`config.mk`:
```
export PLATFORM = sky130hd
export DESIGN_NAME = east_merge_arbiter
export DESIGN_NICKNAME = d
export VERILOG_FILES = /design/src/rtl/east_merge_arbiter.sv
export SDC_FILE = /design/constraint.sdc
export NUM_CORES = 1
export LEC_CHECK = 0
export CAP_MARGIN = 10
export CORE_ASPECT_RATIO = 0.6
export CORE_MARGIN = 2
export CORE_UTILIZATION = 45
export DETAILED_ROUTE_END_ITERATION = 6
export PLACE_DENSITY = 0.81
export SLEW_MARGIN = 20
export SYNTH_ARGS = -nofsm -noshare
export SYNTH_HDL_FRONTEND = slang
export SYNTH_SLANG_ARGS = --single-unit
```
`constraint.sdc`:
```
create_clock -name clk -period 4.6 [get_ports clk]
set_clock_uncertainty 0.2 [all_clocks]
set_input_delay 0.46 -clock clk [delete_from_list [all_inputs] [get_ports clk]]
set_output_delay 0.46 -clock clk [all_outputs]
set_load 0.05 [all_outputs]
```
`src/rtl/east_merge_arbiter.sv`:
```
// Eastward merge/turn stage: arbitrates the local injection buffer and the
// west-link buffer onto the east output and the vertical-turn output.
module east_merge_arbiter #(
  parameter int PACKET_WIDTH = 30,
  parameter int DX_MSB       = 29,
  parameter int DX_LSB       = 21,
  parameter int CREDITS      = 4
) (
  input  logic                    clk,
  input  logic                    rst,
  input  logic [PACKET_WIDTH-1:0] local_dout,
  input  logic                    local_empty,
  output logic                    local_ren,
  input  logic [PACKET_WIDTH-1:0] link_dout,
  input  logic                    link_empty,
  output logic                    link_ren,
  output logic [PACKET_WIDTH-1:0] dout_east,
  output logic                    wen_east,
  input  logic                    credit_east,
  output logic [PACKET_WIDTH-1:0] dout_turn,
  output logic                    wen_turn,
  input  logic                    credit_turn,
  output logic                    err
);

  localparam int DXW = DX_MSB - DX_LSB + 1;
  localparam int CW  = $clog2(CREDITS + 1);
  localparam logic [CW-1:0] CMAX = CW'(CREDITS);

  logic [CW-1:0]           r_cred_east, r_cred_turn;
  logic                    r_ptr_east, r_ptr_turn;
  logic [PACKET_WIDTH-1:0] r_dout_east, r_dout_turn;
  logic                    r_wen_east, r_wen_turn, r_err;

  logic [DXW-1:0]          w_loc_dx, w_lnk_dx;
  logic                    w_loc_bad, w_loc_turn, w_loc_east;
  logic                    w_lnk_bad, w_lnk_turn, w_lnk_east;
  logic [1:0]              w_ge, w_gt;
  logic                    w_ge_any, w_gt_any, w_ge_conf, w_gt_conf;
  logic [PACKET_WIDTH-1:0] w_east_src, w_east_pkt, w_turn_pkt;

  // Grant vector {local, link}; ptr_loc=1 favours local on a conflict.
  function automatic logic [1:0] arb(input logic req_lnk, input logic req_loc,
                                     input logic ptr_loc, input logic has_cred);
    logic [1:0] g;
    g = '0;
    if (has_cred) begin
      if (req_lnk && req_loc) g = ptr_loc ? 2'b10 : 2'b01;
      else                    g = {req_loc, req_lnk};
    end
    return g;
  endfunction

  function automatic logic [CW-1:0] cred_next(input logic [CW-1:0] c,
                                              input logic take, input logic give);
    logic [CW-1:0] n;
    n = c;
    if (take && !give)                   n = c - CW'(1);
    else if (give && !take && c != CMAX) n = c + CW'(1);
    return n;
  endfunction

  always_comb begin
    w_loc_dx   = local_dout[DX_MSB:DX_LSB];
    w_lnk_dx   = link_dout[DX_MSB:DX_LSB];
    w_loc_bad  = !local_empty && w_loc_dx[DXW-1];
    w_loc_turn = !local_empty && (w_loc_dx == '0);
    w_loc_east = !local_empty && !w_loc_dx[DXW-1] && (w_loc_dx != '0);
    w_lnk_bad  = !link_empty && w_lnk_dx[DXW-1];
    w_lnk_turn = !link_empty && (w_lnk_dx == '0);
    w_lnk_east = !link_empty && !w_lnk_dx[DXW-1] && (w_lnk_dx != '0);

    // Each source requests exactly one output, so it can win at most one grant.
    w_ge      = arb(w_lnk_east, w_loc_east, r_ptr_east, r_cred_east != '0);
    w_gt      = arb(w_lnk_turn, w_loc_turn, r_ptr_turn, r_cred_turn != '0);
    w_ge_any  = |w_ge;
    w_gt_any  = |w_gt;
    w_ge_conf = w_lnk_east && w_loc_east && (r_cred_east != '0);
    w_gt_conf = w_lnk_turn && w_loc_turn && (r_cred_turn != '0);

    w_east_src = w_ge[1] ? local_dout : link_dout;
    w_east_pkt = w_east_src;
    w_east_pkt[DX_MSB:DX_LSB] = w_east_src[DX_MSB:DX_LSB] - DXW'(1);
    w_turn_pkt = w_gt[1] ? local_dout : link_dout;

    local_ren = rst && (w_loc_bad || w_ge[1] || w_gt[1]);
    link_ren  = rst && (w_lnk_bad || w_ge[0] || w_gt[0]);
  end

  always_ff @(posedge clk) begin
    if (!rst) begin
      r_cred_east <= CMAX;
      r_cred_turn <= CMAX;
      r_ptr_east  <= 1'b0;
      r_ptr_turn  <= 1'b0;
      r_dout_east <= '0;
      r_dout_turn <= '0;
      r_wen_east  <= 1'b0;
      r_wen_turn  <= 1'b0;
      r_err       <= 1'b0;
    end else begin
      r_cred_east <= cred_next(r_cred_east, w_ge_any, credit_east);
      r_cred_turn <= cred_next(r_cred_turn, w_gt_any, credit_turn);
      if (w_ge_conf) r_ptr_east <= ~r_ptr_east;
      if (w_gt_conf) r_ptr_turn <= ~r_ptr_turn;
      r_wen_east <= w_ge_any;
      r_wen_turn <= w_gt_any;
      if (w_ge_any) r_dout_east <= w_east_pkt;
      if (w_gt_any) r_dout_turn <= w_turn_pkt;
      if (w_loc_bad || w_lnk_bad) r_err <= 1'b1;
    end
  end

  assign dout_east = r_dout_east;
  assign wen_east  = r_wen_east;
  assign dout_turn = r_dout_turn;
  assign wen_turn  = r_wen_turn;
  assign err       = r_err;

endmodule

```
==> impl_metrics.tcl <==
set metrics [dict create \
    grt_max_degree 52 \
    multi_input_comb_area_um2 1890 \
    ys_types 54 \
    vias_per_cell 5.91 \
    rows 24 \
    tritoncts.num_buffers 9 \
    cts_tree "yes" \
    synth_ff_type "dfxtp_1" \
    pwr-share-seq_pct 35.0 \
    tightest_slew_ns 1.07 \
    dp.cells 623 \
    post_drt_wl_per_cell_um 18.7 \
    ys_seq_area_share_pct 40.7 \
    rsz0062_at_grt "false" \
    hold-worst-slack_ns 0.251 \
    required_ns 4.67 \
    max_stage_delay_ns 0.58 \
    p_int_uw 1350 \
    synthCells 413 \
    yosys_warnings 0 \
    place_congestion 0.896 \
    wl_met2_mm 5.35 \
    critPathLaunchType "input port" \
    cts-resized-gates 0 \
    portBuffers 130 \
    critPathArrivalTime_ns 3.79 \
    met1Wirelength_mm 5.41 \
    drt_iter0_drc 427 \
    fp.dieW_um 118 \
    switching_share_pct 29.8 \
    synth_fp_nets 482 \
    peakVddDrop_uv 252 \
    ff_latch_area_um2 1420 \
    top_layer "met4" \
    final_cell_mix "128 x clkdlybuf4s50_1, 71 x dfxtp_1, 58 x nand2_1" \
    start_util_pct 47.2 \
    ys_ff_latch 71 \
    grt_first_pass_wirelength_mm 18.8 \
    synth_area_per_cell_um2 8.45 \
    power_frac_clock_pct 42.6 \
    grtUsageTotal_pct 28.1 \
    wirelength_mm 11.9 \
    fmax_ghz 0.269 \
    critPathCaptureType "register" \
    fin_setup_tns_ns 0 \
    dieArea_um2 8500 \
    clockRootBuffer "clkbuf_16" \
    combPwrFrac_pct 22.4 \
    path_cells "clkdlybuf4s50_1, nor4_4, a2111o_1, nor2_2, mux2i_1, ha_1, or3b_2, or4_1, nand4_1, o211ai_1, a21oi_1" \
    grt_pass1_vias 3678 \
    crit_type "in2reg" \
    finalCritPeriodShare_pct 80.8 \
    htree_levels 3 \
    met3WireLength_um 980 \
    cp_max_fo 8 \
    critPathSlowestCell "nor4_4" \
    area.growth.synth_to_final_pct 49.0 \
    setup_viol 0 \
    chipHeight_um 72.2 \
    path_clk_slew_ns 0.06 \
    mostFrequentLayoutCell "clkdlybuf4s50_1" \
    drt-pass1-iter-count 5 \
    dr_total_vias 3777 \
    finalHoldViolCount 0 \
    holdBufCountCts 0 \
    fin_cells 639 \
    finalMaxSlewViolations 0 \
    io_pins 131 \
    grt-ovfl-total 0 \
    post-cts-setup-buffer-count 0 \
    drive_gt1_share_pct 8.60 \
    n_antenna_cell 0 \
    power_density_nw_per_um2 369 \
    drcViolationCount 0 \
    outcome "finished clean" \
    layout_min_cycle_time_ns 3.72 \
    nNetsFinal 599 \
    synth_area_um2 3490 \
    clockBufferDepth 2 \
    synth_edf_count 0 \
    fillers 587 \
    postRouteAntennaNets 0 \
    dp_hpwl_mm 8.18 \
    relSlewSlack_pct 28.6 \
    synthArstFlopShare_pct 0 \
    p_leak_uw 0.00191 \
    p_switching_uw 571 \
    clock_sinks 71 \
    insertion_delay_ns 0.34 \
    core-area_um2 7390 \
    hp-class "reg2reg" \
    maxCapViolCount 0 \
    grt_antenna_before_repair 1 \
]
==> registers in the layout, summed over array words and instances, names as in the netlist, 3 cells and up <==
| name | count |
|---|---|
| dout_turn | 30 |
| r_cred_turn | 3 |
| r_cred_east | 3 |
| dout_east | 30 |
==> cell usage after synthesis (all sizes together), types with 3 or more instances <==
| cell type | n | area share [%] |
|---|---|---|
| dfxtp | 71 | 41 |
| nand2 | 59 | 6.3 |
| nor2 | 37 | 4.0 |
| a21oi | 31 | 4.4 |
| o21ai | 28 | 4.1 |
| a311oi | 22 | 7.3 |
| o22ai | 21 | 3.8 |
| buf | 15 | 2.3 |
| clkbuf | 15 | 1.6 |
| and3 | 12 | 2.2 |
| inv | 11 | 1.2 |
| nor3 | 8 | 1.1 |
| or4 | 8 | 1.7 |
| nand4 | 7 | 1.3 |
| mux2i | 6 | 1.7 |
| o211ai | 6 | 1.3 |
| nand3 | 5 | 0.72 |
| a21o | 4 | 0.86 |
| nor4 | 4 | 1.8 |
| a211oi | 3 | 0.65 |
| o31ai | 3 | 0.65 |
| xnor2 | 3 | 0.75 |
| xor2 | 3 | 0.75 |
==> worst max-delay path, delay by kind of cell <==
family | cells | cell delay, ns
multiplexers | 1 | 0.16
AO/OA/AOI/OAI | 3 | 0.67
AND/OR/NAND/NOR | 5 | 1.68
buffers and inverters | 1 | 0.56
adder cells (fa/ha/maj) | 1 | 0.26
==> power groups by stage <==
stage | combinational (uW) | clock [uW] | sequential, uW
floorplan | 149 | 0 | 788
global placement | 416 | 0 | 682
detailed placement | 424 | 0 | 684
CTS | 426 | 823 | 671
global route | 452 | 849 | 675
finish | 429 | 817 | 672
==> final timing paths <==
path | from | to | cells past startpoint | slack [ns]
hold reg to reg | dout_east[25]$_SDFFE_PN0P_ | dout_east[25]$_SDFFE_PN0P_ | 2 | 0.25
setup / recovery | local_dout[25] | dout_east[27]$_SDFFE_PN0P_ | 11 | 0.88
setup reg to reg | r_cred_east[1]$_SDFFE_PN0P_ | dout_east[27]$_SDFFE_PN0P_ | 10 | 1.30
hold / removal | dout_east[25]$_SDFFE_PN0P_ | dout_east[25]$_SDFFE_PN0P_ | 2 | 0.25
==> metal layers <==
| metal | vias up | global-route usage [%] |
|---|---|---|
| li1 | 1766 | - |
| met1 | 1796 | 37.0 |
| met2 | 196 | 44.1 |
| met3 | 19 | 9.43 |
| met4 | 0 | 9.24 |
| met5 | - | 0 |
==> final cells by class <==
type / count / area share (%)
Sequential cell: 71 / 27.3
Timing Repair Buffer: 136 / 26.3
Tap cell: 104 / 2.50
Clock buffer: 9 / 4.33
Inverter: 11 / 0.794
Clock inverter: 7 / 2.31
Multi-Input combinational cell: 301 / 36.4
==> metrics by stage <==
step / power (uW) / utilization (%) / setup WS, ns / instance area (um^2)
detailed placement: 1110 / 65.7 / 0.606 / 4850
floorplan: 936 / - / 1.32 / 3490
finish: 1920 / 70.4 / 0.884 / 5200
global route: 1980 / 70.4 / 0.689 / 5200
global placement: 1100 / 65.7 / 0.746 / 4850
CTS: 1920 / 70.4 / 0.946 / 5200
==> kinds of logic (layout without fill, tap and decap cells) <==
| group | count (synthesis) | after routing | synth area share [%] |
|---|---|---|---|
| AOI/OAI and AO/OA | 134 | 134 | 27.8 |
| xor gates and xnor gates | 6 | 6 | 1.51 |
| adders and majority gates | 3 | 3 | 1.51 |
| buffers and inverters | 41 | 163 | 5.13 |
| DFF | 71 | 71 | 40.7 |
| muxes | 7 | 7 | 2.04 |
| and+or+nand+nor | 151 | 151 | 21.3 |
(Power assumes the default switching activity.)
